<file path="src/rtl/strobed_to_axi_pkg.sv">
// ============================================================================
// strobed_to_axi_pkg : shared constants and helpers for strobed_to_axi
// Revision: 1.0
// ============================================================================
`default_nettype none

package strobed_to_axi_pkg;

   localparam int DROP_COUNT_WIDTH = 16;

   typedef logic [DROP_COUNT_WIDTH-1:0] drop_cnt_t;

   // Saturating increment; the count sticks at all-ones.
   function automatic drop_cnt_t sat_inc(input drop_cnt_t v);
      return (&v) ? v : v + drop_cnt_t'(1);
   endfunction

endpackage

`default_nettype wire

</file>
<file path="src/rtl/strobed_to_axi_fifo.sv">
// ============================================================================
// strobed_to_axi_fifo : ring buffer of {tlast,data} with full/empty/occupancy
// Revision: 1.0
// ============================================================================
`default_nettype none

module strobed_to_axi_fifo #(
   parameter int WIDTH     = 33,
   parameter int FIFO_SIZE = 5
) (
   input  logic                 clk_i,
   input  logic                 rst_i,
   input  logic                 clear_i,
   input  logic                 wr_en_i,
   input  logic [WIDTH-1:0]     wr_data_i,
   input  logic                 rd_en_i,
   output logic [WIDTH-1:0]     rd_data_o,
   output logic                 full_o,
   output logic                 empty_o,
   output logic [FIFO_SIZE:0]   occupied_o
);

   localparam int                 DEPTH  = 2**FIFO_SIZE;
   localparam logic [FIFO_SIZE:0] C_FULL = (FIFO_SIZE+1)'(DEPTH);

   logic [WIDTH-1:0]     mem_q [DEPTH];
   logic [FIFO_SIZE-1:0] wr_ptr_q, rd_ptr_q;
   logic [FIFO_SIZE:0]   count_q;
   logic                 wr, rd;

   assign empty_o    = (count_q == '0);
   assign full_o     = (count_q == C_FULL);
   assign occupied_o = count_q;
   assign rd         = rd_en_i & ~empty_o;
   // A full buffer still takes a write when a slot frees in the same cycle.
   assign wr         = wr_en_i & (~full_o | rd);
   assign rd_data_o  = empty_o ? '0 : mem_q[rd_ptr_q];

   always_ff @(posedge clk_i) begin
      if (wr) mem_q[wr_ptr_q] <= wr_data_i;
   end

   always_ff @(posedge clk_i or posedge rst_i) begin
      if (rst_i) begin
         wr_ptr_q <= '0;
         rd_ptr_q <= '0;
         count_q  <= '0;
      end else if (clear_i) begin
         wr_ptr_q <= '0;
         rd_ptr_q <= '0;
         count_q  <= '0;
      end else begin
         if (wr) wr_ptr_q <= wr_ptr_q + 1'b1;
         if (rd) rd_ptr_q <= rd_ptr_q + 1'b1;
         case ({wr, rd})
            2'b10:   count_q <= count_q + 1'b1;
            2'b01:   count_q <= count_q - 1'b1;
            default: count_q <= count_q;
         endcase
      end
   end

endmodule

`default_nettype wire

</file>
<file path="src/rtl/strobed_to_axi.sv">
// ============================================================================
// strobed_to_axi : frames a strobed sample stream into AXI-Stream packets
// Revision: 1.0
// ============================================================================
`default_nettype none

module strobed_to_axi
   import strobed_to_axi_pkg::*;
#(
   parameter int WIDTH     = 32,
   parameter int FIFO_SIZE = 5,
   parameter int MAX_SPP   = 4096
) (
   input  logic                       clk,
   input  logic                       reset,
   input  logic                       clear,
   input  logic [$clog2(MAX_SPP):0]   spp,
   input  logic                       in_stb,
   input  logic                       in_last,
   input  logic [WIDTH-1:0]           in_data,
   output logic [WIDTH-1:0]           o_tdata,
   output logic                       o_tlast,
   output logic                       o_tvalid,
   input  logic                       o_tready,
   output logic                       overflow,
   output logic [DROP_COUNT_WIDTH-1:0] drop_count,
   output logic [FIFO_SIZE:0]         occupied
);

   localparam int CW = $clog2(MAX_SPP) + 1;
   typedef logic [CW-1:0] cnt_t;

   cnt_t      counter_q, counter_d;
   cnt_t      spp_q, spp_d;
   cnt_t      spp_eff, spp_sel;
   logic      overflow_q, overflow_d;
   drop_cnt_t drop_q, drop_d;
   logic      full, empty, rd, accept, drop, wr_last;

   // The first sample of a packet compares against the live spp it latches.
   assign spp_eff = (spp == '0) ? cnt_t'(1) : spp;
   assign spp_sel = (counter_q == cnt_t'(1)) ? spp_eff : spp_q;
   assign wr_last = in_last | (counter_q == spp_sel);

   assign o_tvalid = ~empty;
   assign rd       = o_tvalid & o_tready;
   assign accept   = in_stb & (~full | rd);
   assign drop     = in_stb & ~accept;

   always_comb begin
      counter_d  = counter_q;
      spp_d      = spp_q;
      overflow_d = drop;
      drop_d     = drop ? sat_inc(drop_q) : drop_q;
      if (accept) begin
         if (counter_q == cnt_t'(1)) spp_d = spp_eff;
         counter_d = wr_last ? cnt_t'(1) : counter_q + cnt_t'(1);
      end
   end

   always_ff @(posedge clk or posedge reset) begin
      if (reset) begin
         counter_q  <= cnt_t'(1);
         spp_q      <= cnt_t'(1);
         overflow_q <= 1'b0;
         drop_q     <= '0;
      end else if (clear) begin
         counter_q  <= cnt_t'(1);
         spp_q      <= cnt_t'(1);
         overflow_q <= 1'b0;
         drop_q     <= '0;
      end else begin
         counter_q  <= counter_d;
         spp_q      <= spp_d;
         overflow_q <= overflow_d;
         drop_q     <= drop_d;
      end
   end

   assign overflow   = overflow_q;
   assign drop_count = drop_q;

   strobed_to_axi_fifo #(
      .WIDTH     (WIDTH + 1),
      .FIFO_SIZE (FIFO_SIZE)
   ) u_fifo (
      .clk_i      (clk),
      .rst_i      (reset),
      .clear_i    (clear),
      .wr_en_i    (accept),
      .wr_data_i  ({wr_last, in_data}),
      .rd_en_i    (rd),
      .rd_data_o  ({o_tlast, o_tdata}),
      .full_o     (full),
      .empty_o    (empty),
      .occupied_o (occupied)
   );

endmodule

`default_nettype wire

</file>
<file path="config.mk">
export PLATFORM = sky130hd
export DESIGN_NAME = strobed_to_axi
export DESIGN_NICKNAME = d
export VERILOG_FILES = /design/src/rtl/strobed_to_axi_pkg.sv /design/src/rtl/strobed_to_axi_fifo.sv /design/src/rtl/strobed_to_axi.sv
export SDC_FILE = /design/constraint.sdc
export NUM_CORES = 1
export LEC_CHECK = 0
export BUFFER_PORTS_ARGS = -buffer_cell sky130_fd_sc_hd__buf_2
export CORE_MARGIN = 2
export CORE_UTILIZATION = 46
export CTS_CLUSTER_SIZE = 12
export DETAILED_ROUTE_END_ITERATION = 16
export PLACE_DENSITY = 0.68
export RECOVER_POWER = 50
export SLEW_MARGIN = 30
export SYNTH_ARGS = -nofsm -noshare
export SYNTH_HDL_FRONTEND = slang
export SYNTH_SLANG_ARGS = --single-unit
</file>
<file path="constraint.sdc">
create_clock -name clk -period 3.3 [get_ports clk]
set_input_delay 0.165 -clock clk [delete_from_list [all_inputs] [get_ports clk]]
set_output_delay 0.165 -clock clk [all_outputs]
set_load 0.03 [all_outputs]
</file>
==> metrics.md, run 1 <==
| Metric | Value |
|---|---|
| Status | finished, violations left |
| Failing checks | max-capacitance violations, max-slew violations, negative setup slack |
| CP startpoint kind | flip-flop |
| Area Growth Syn to Fin | 18.3% |
| Global placement routability congestion | 0.875 |
| Crit Path Max Fanout | 7 |
| Final ANT Viol Nets | 0 |
| CTS Buf Count | 111 |
| Drt pass-1 iters | 7 |
| Largest net degree at the start of global routing | 53 |
| Sink Count | 1115 |
| Initial antenna violation count | 0 |
| Synth warn | 0 |
| Initial DRC count | 2749 |
| Buffers on Ports | 107 |
| I/O pins | 108 |
| All-Layer GR Usage | 21.9% |
| Syn nets | 2025 |
| DRC | 0 |
| Final WS setup | -0.0639 ns |
| Via density | 6.11 |
| Fin Hold WS | 0.142 ns |
| Worst Skew | 0.0593 ns |
| WP data arrival | 3.20 ns |
| Full die area | 97300 sq um |
| Cells after synthesis | 1963 |
| Setup Viol. Count Final | 16 |
| Starting density of the core | 46.6% |
| Crit Path Category | reg2out |
| R2R setup slack | 0.13 ns |
| Max Slew Vio Count | 44 |
| Hold Crit Start | o_tready |
| Grt ovf | 0 |
| WL final | 107000 um |
| Worst-case reg-to-reg path depth | 7 |
| Reg area | 33200 sq um |
| Leakage | 16.1 nW |
| Root buf cell | clkbuf_16 |
| First-pass GRT wire length | 154000 um |
| Clock Tree Buf Depth | 3 |
| TritonCTS clock tree | built |
| Setup repair after global routing missed its margin | yes |
| Max cap viols | 1 |
| Area of the multi-input gates | 10300 sq um |
| Vias in the first global route | 22300 |
| Crit. End Element | output pin |
| Fmax achieved | 297 MHz |
| Filler Cell Count | 6962 |
| Mapped Area | 43600 sq um |
| Peak supply drop | 0.531 mV |
| H-tree Lvls | 3 |
| Hold Path End | u_fifo.occupied_o[3] |
| Post-synth EDFFs | 1056 |
| Rel. slew slack | -44.1% |
| Share of cells above drive strength 1 | 31.7% |
| Via Count | 22100 |
| Worst r2r src | u_fifo.occupied_o[5] |
| Latest clock arrival within the worst-skew pair | 0.71 ns |
| Worst reg2reg path endpoint | spp_q[8] |
| Clk slew on worst S/H paths | 0.06 ns |
| Sequential share of the synthesized area | 76.1% |
| Setup WS pre-CTS | 0.246 ns |
| Cell Rows | 112 |
| Yosys cell types | 62 |
| Min cycle time layout | 3.36 ns |
| ANT cells | 0 |
| Hold depth | 6 |
| Post-DR wirelength/cell | 29.6 um |
| Final Hold Viols | 0 |
| Average size of a mapped cell | 22.2 sq um |
| Layout Nets | 2351 |
| Worst Hold Class | in2reg |
| Flops & latches, synth | 1115 |
| Ratio of final minimum period to clock period | 102% |
| Die Y | 312 um |
| Post-DP HPWL | 58800 um |
| PwrDens | 683 nW/um^2 |
| Die extent in x | 312 um |
| Synth async-reset ratio | 5.29% |
| Core Area | 93600 sq um |
| Worst-Margin Slew | 2.15 ns |
| Worst EP required | 3.13 ns |
| Top FF cell, synth | edfxtp_1 |
critical path, stage by stage, from the launching register on:
cell and delay, ns:
dfrtp_4 0.52, buf_12 0.17, buf_8 0.13, buf_16 0.14
mux4_2 0.54, mux4_2 0.50, mux2i_2 0.21, nor2_1 0.07
buf_4 0.20
power breakdown:
part           internal (mW)  total (mW)  switching (mW)
sequential              15.7        15.8           0.145
combinational           3.86        7.83            3.97
clock                   6.43        11.6            5.15
total                   26.0        35.3            9.26
synthesized netlist by cell type, drive strengths merged, types with 9 or more instances:
library cell  number  area share [%]
a21oi             19            0.22
buf               39            0.47
clkbuf            64            0.55
dfrtp             57             3.3
edfxtp          1056              73
ha                11            0.32
inv               23            0.20
mux2i             42            0.96
mux4             330              17
nand2             51            0.44
nand3             12            0.17
nor2             108            0.93
nor4              11            0.17
o21ai             11            0.13
o22ai              9            0.13
xnor2             14            0.28
xor2              18            0.38
metal layers:
metal	up-vias	global-route usage [%]	routed length, um
li1	8891	-	-
met1	11900	31.8	43600
met2	1215	34.8	51900
met3	153	3.93	9380
met4	0	5.33	2200
met5	-	0	0
per-stage QoR:
step | cells | utilization (%) | TNS, ns | total power, mW | area (sq um)
after CTS | 3601 | 54.9 | -2.19 | 35.2 | 51400
after global placement | 3338 | 49.9 | 0 | 22.6 | 46800
after floorplan | 1963 | - | -178.58 | 20.6 | 43700
final | 3616 | 55.2 | -0.315 | 35.3 | 51600
after global routing | 3616 | 55.2 | -2.57 | 36.4 | 51600
after detailed placement | 3338 | 49.9 | 0 | 22.7 | 46800
state kept, by name, indices dropped and copies added, names as in the netlist:
signal / flops
u_fifo.wr_ptr_q: 5
counter_q: 13
drop_count: 16
u_fifo.mem_q: 1056
overflow: 1
spp_q: 13
u_fifo.occupied_o: 6
u_fifo.rd_ptr_q: 5
layout make-up:
type	instances	area share, %
Sequential cell	1115	64.3
Tap cell	1254	3.04
Inverter	23	0.170
Clock buffer	164	5.88
Timing Repair Buffer	316	6.25
Multi-Input combinational cell	722	19.9
Clock inverter	22	0.480
worst max path at each step:
| stage | start | endpoint | cells past startpoint |
|---|---|---|---|
| final | u_fifo.rd_ptr_q[0] | o_tdata[7] | 8 |
| after global routing | u_fifo.rd_ptr_q[0] | o_tdata[7] | 8 |
| after CTS | u_fifo.rd_ptr_q[0] | o_tdata[4] | 8 |
| after detailed placement | counter_q[0] | u_fifo.mem_q[20][32] | 8 |
| after global placement | counter_q[0] | u_fifo.mem_q[20][32] | 8 |
| after floorplan | u_fifo.occupied_o[1] | u_fifo.mem_q[31][0] | 7 |
layout by cell type (no fill, tap or decap), types with 10 or more instances in the layout:
| master | netlist | final |
|---|---|---|
| a21oi_1 | 19 | 19 |
| buf_12 | 0 | 36 |
| buf_16 | 0 | 15 |
| buf_2 | 30 | 20 |
| buf_4 | 0 | 114 |
| buf_6 | 3 | 10 |
| clkbuf_1 | 64 | 105 |
| clkbuf_16 | 0 | 122 |
| dfrtp_1 | 57 | 52 |
| dlygate4sd3_1 | 0 | 50 |
| edfxtp_1 | 1056 | 1056 |
| ha_1 | 11 | 11 |
| inv_1 | 21 | 20 |
| mux2i_1 | 42 | 26 |
| mux2i_2 | 0 | 10 |
| mux4_2 | 330 | 330 |
| nand2_1 | 51 | 51 |
| nand3_1 | 11 | 11 |
| nor2_1 | 108 | 73 |
| nor2_4 | 0 | 32 |
| nor4_1 | 10 | 10 |
| o21ai_0 | 11 | 11 |
| xnor2_1 | 14 | 14 |
| xor2_1 | 17 | 17 |
cells by family after synthesis:
family	synth area share [%]
flip-flops	76.1
multiplexers	18.0
AND/OR/NAND/NOR	2.69
buffers and inverters	1.22
AO/OA/AOI/OAI	1.03
XOR/XNOR	0.660
adder cells (fa/ha/maj)	0.315
repair_timing:
item,CTS,global route
buffers inserted,18,8
pin swaps,0,4
gates cloned,11,10
endpoints found under the setup margin,30,66
hold buffers,49,1
endpoints found under the hold margin,1080,9
gates resized for setup,83,33
No activity file was read; power rests on OpenSTA's default activity.
==> run 2, diff against run 1 <==
- CORE_UTILIZATION: 46 -> 56
- PLACE_DENSITY: 0.68 -> 0.79
==> run 2 against run 1 <==
Effect of this change:
- the flow still finishes with violations (max-capacitance violations, max-slew violations, negative setup slack)
- critical endpoint is now o_tdata[27]
- total power rose by 2.8%
- register-to-register slack worse by 0.08 ns
- critical path depth unchanged
- combinational power up 7.0%
- sequential share of layout area about the same
- wire length up 16%
- non-clock buffer count up 18
- core utilization is 12 points higher
==> metrics.md, run 2 (synthesized netlist as in run 1, its figures left out) <==
| Metric | Value |
|---|---|
| Worst-Margin Slew | 2.00 ns (-0.148 ns) |
| Post-DP HPWL | 58100 um (-1.3%) |
| TritonCTS clock tree | built |
| Most frequent cells in the layout | 1056 x edfxtp_1, 330 x mux4_2, 129 x buf_4, 117 x clkbuf_16, 91 x clkbuf_1 |
| DRC | 0 (unchanged) |
| Layout Utilization | 66.8% (+12 points) |
| Setup TNS | -2.64 ns (-2.33 ns) |
| Largest net degree at the start of global routing | 57 (+7.5%) |
| Min cycle time layout | 3.45 ns (+0.0891 ns) |
| Root buf cell | clkbuf_16 |
| Die extent in x | 283 um (-9.2%) |
| Clk slew on worst S/H paths | 0.06 ns (about the same) |
| Met1 GRT Util | 38.4% (+6.6 points) |
| Final ANT Viol Nets | 0 (unchanged) |
| Via density | 6.88 (+12%) |
| Crit. End Element | output pin |
| Initial antenna violation count | 2 (+2) |
| Crit Path Max Fanout | 8 (+1) |
| Clock Tree Buf Depth | 3 (unchanged) |
| Max Slew Vio Count | 42 (-4.5%) |
| I/O pins | 108 (unchanged) |
| Worst Skew | 0.0508 ns (-0.00855 ns) |
| Crit Path Category | reg2out |
| Final WS setup | -0.153 ns (-0.0891 ns) |
| Status | finished, violations left |
| Most common cell after layout, fill and taps aside | edfxtp_1 |
| Final Hold Viols | 0 (unchanged) |
| Global placement routability congestion | 0.850 (-2.9%) |
| Buffers on Ports | 107 (unchanged) |
| Share of cells above drive strength 1 | 32.0% (+0.34 points) |
| Area Growth Syn to Fin | 18.3% (about the same) |
| CP startpoint kind | flip-flop |
| Setup repair after global routing missed its margin | yes |
| Full die area | 80200 sq um (-18%) |
| Failing checks | max-capacitance violations, max-slew violations, negative setup slack |
| Cell Rows | 102 (-8.9%) |
| CTS Buf Count | 111 (unchanged) |
| Worst Setup SP | u_fifo.rd_ptr_q[0] |
| Peak supply drop | 0.634 mV (+19%) |
| PwrDens | 702 nW/um^2 (+2.8%) |
| GR Layer Usage met3 | 7.16% (+3.2 points) |
| Worst Hold Class | in2reg |
| Layout Nets | 2369 (+0.77%) |
| Worst EP required | 3.13 ns (about the same) |
| Setup WS pre-CTS | 0.264 ns (+0.0182 ns) |
| Fmax achieved | 290 MHz (-2.6%) |
| Top reg by flops | u_fifo.mem_q |
| R2R setup slack | 0.05 ns (-0.08 ns) |
| Setup Viol. Count Final | 31 (+15) |
| Design Area, Final | 51600 sq um (about the same) |
| Overall power | 36.2 mW (+2.8%) |
| Latest clock arrival within the worst-skew pair | 0.72 ns (about the same) |
| Drt pass-1 iters | 8 (+1) |
| WP data arrival | 3.29 ns (+0.09 ns) |
| M2 GR Usage | 50.8% (+16 points) |
| Rel. slew slack | -34.2% (+9.9 points) |
| Core Area | 77300 sq um (-17%) |
| Starting density of the core | 56.4% (+9.8 points) |
| Max reg flops | 1056 (unchanged) |
| Die Y | 283 um (-9.2%) |
| Via Count | 23500 (+6.2%) |
| Post-DR wirelength/cell | 36.2 um (+22%) |
| Post-DP Area | 46500 sq um (-0.46%) |
| Leakage | 16.3 nW (+0.94%) |
| Worst Setup EP | o_tdata[27] |
| Worst r2r src | u_fifo.occupied_o[4] |
| Grt peak-use layer | met2 |
| Hold depth | 6 (unchanged) |
| Max cap viols | 1 (unchanged) |
| Worst reg2reg path endpoint | u_fifo.mem_q[2][3] |
| Grt ovf | 0 (unchanged) |
| All-Layer GR Usage | 30.6% (+8.8 points) |
| First-pass GRT wire length | 173000 um (+12%) |
| Hold Crit Start | o_tready |
| Vias in the first global route | 24100 (+8.3%) |
| Initial DRC count | 3390 (+23%) |
| Worst-case reg-to-reg path depth | 8 (+1) |
| WL final | 124000 um (+16%) |
| H-tree Lvls | 3 (unchanged) |
| Ratio of final minimum period to clock period | 105% (+2.7 points) |
| Sink Count | 1115 (unchanged) |
[run 2: layout make-up]
| class | count | area (sq um) |
|---|---|---|
| Sequential cell | 1115 | 33200 |
| Antenna cell | 2 | 5.00 |
| Clock buffer | 147 | 2940 |
| Multi-Input combinational cell | 722 | 10200 |
| Inverter | 23 | 87.6 |
| Clock inverter | 30 | 388 |
| Timing Repair Buffer | 334 | 3480 |
| Tap cell | 1040 | 1300 |
| Fill cell | 4669 | 25700 |
[run 2: how the worst min path moves through the flow]
stage | endpoint | slack [ns]
6_report | u_fifo.occupied_o[3] | 0.14
5_1_grt | u_fifo.occupied_o[1] | 0.13
4_1_cts | drop_count[1] | 0.09
3_5_place_dp | spp_q[10] | 0.43
3_3_place_gp | spp_q[10] | 0.41
2_1_floorplan | u_fifo.mem_q[0][0] | 0.26
[run 2: critical path, cell delays in order, from the launching register on]
cell and delay, ns:
dfrtp_4 0.50, buf_6 0.15, buf_16 0.16, buf_4 0.15
mux4_2 0.48, mux4_2 0.51, mux2i_2 0.36, nor2_1 0.07
buf_2 0.22
[run 2: layer usage]
metal | share of wire [%] | vias to the layer above | routed length [um]
met1 | 33 | 12200 | 40900
met3 | 11 | 433 | 13500
met2 | 51 | 1964 | 62600
li1 | - | 8904 | -
met4 | 5.4 | 0 | 6730
met5 | 0 | - | 0
[run 2: repair_timing]
item / 4_1_cts / 5_1_grt
setup buffers: 30 / 12
hold buffers: 49 / 1
setup endpoints to repair: 33 / 33
pin swaps: 1 / 1
hold endpoints to repair: 987 / 20
cloned: 16 / 6
gates resized for setup: 76 / 13
[run 2: metrics by stage]
step / cells / hold WS, ns
final: 3413 / 0.135
after global routing: 3413 / 0.135
after detailed placement: 3121 / 0.428
after CTS: 3393 / 0.0950
after global placement: 3121 / 0.415
after floorplan: 1963 / 0.264
[run 2: power breakdown]
part | total, mW | internal (mW) | switching, mW
combinational | 8.38 | 4.01 | 4.37
sequential | 15.8 | 15.7 | 0.136
clock | 12.0 | 6.57 | 5.45
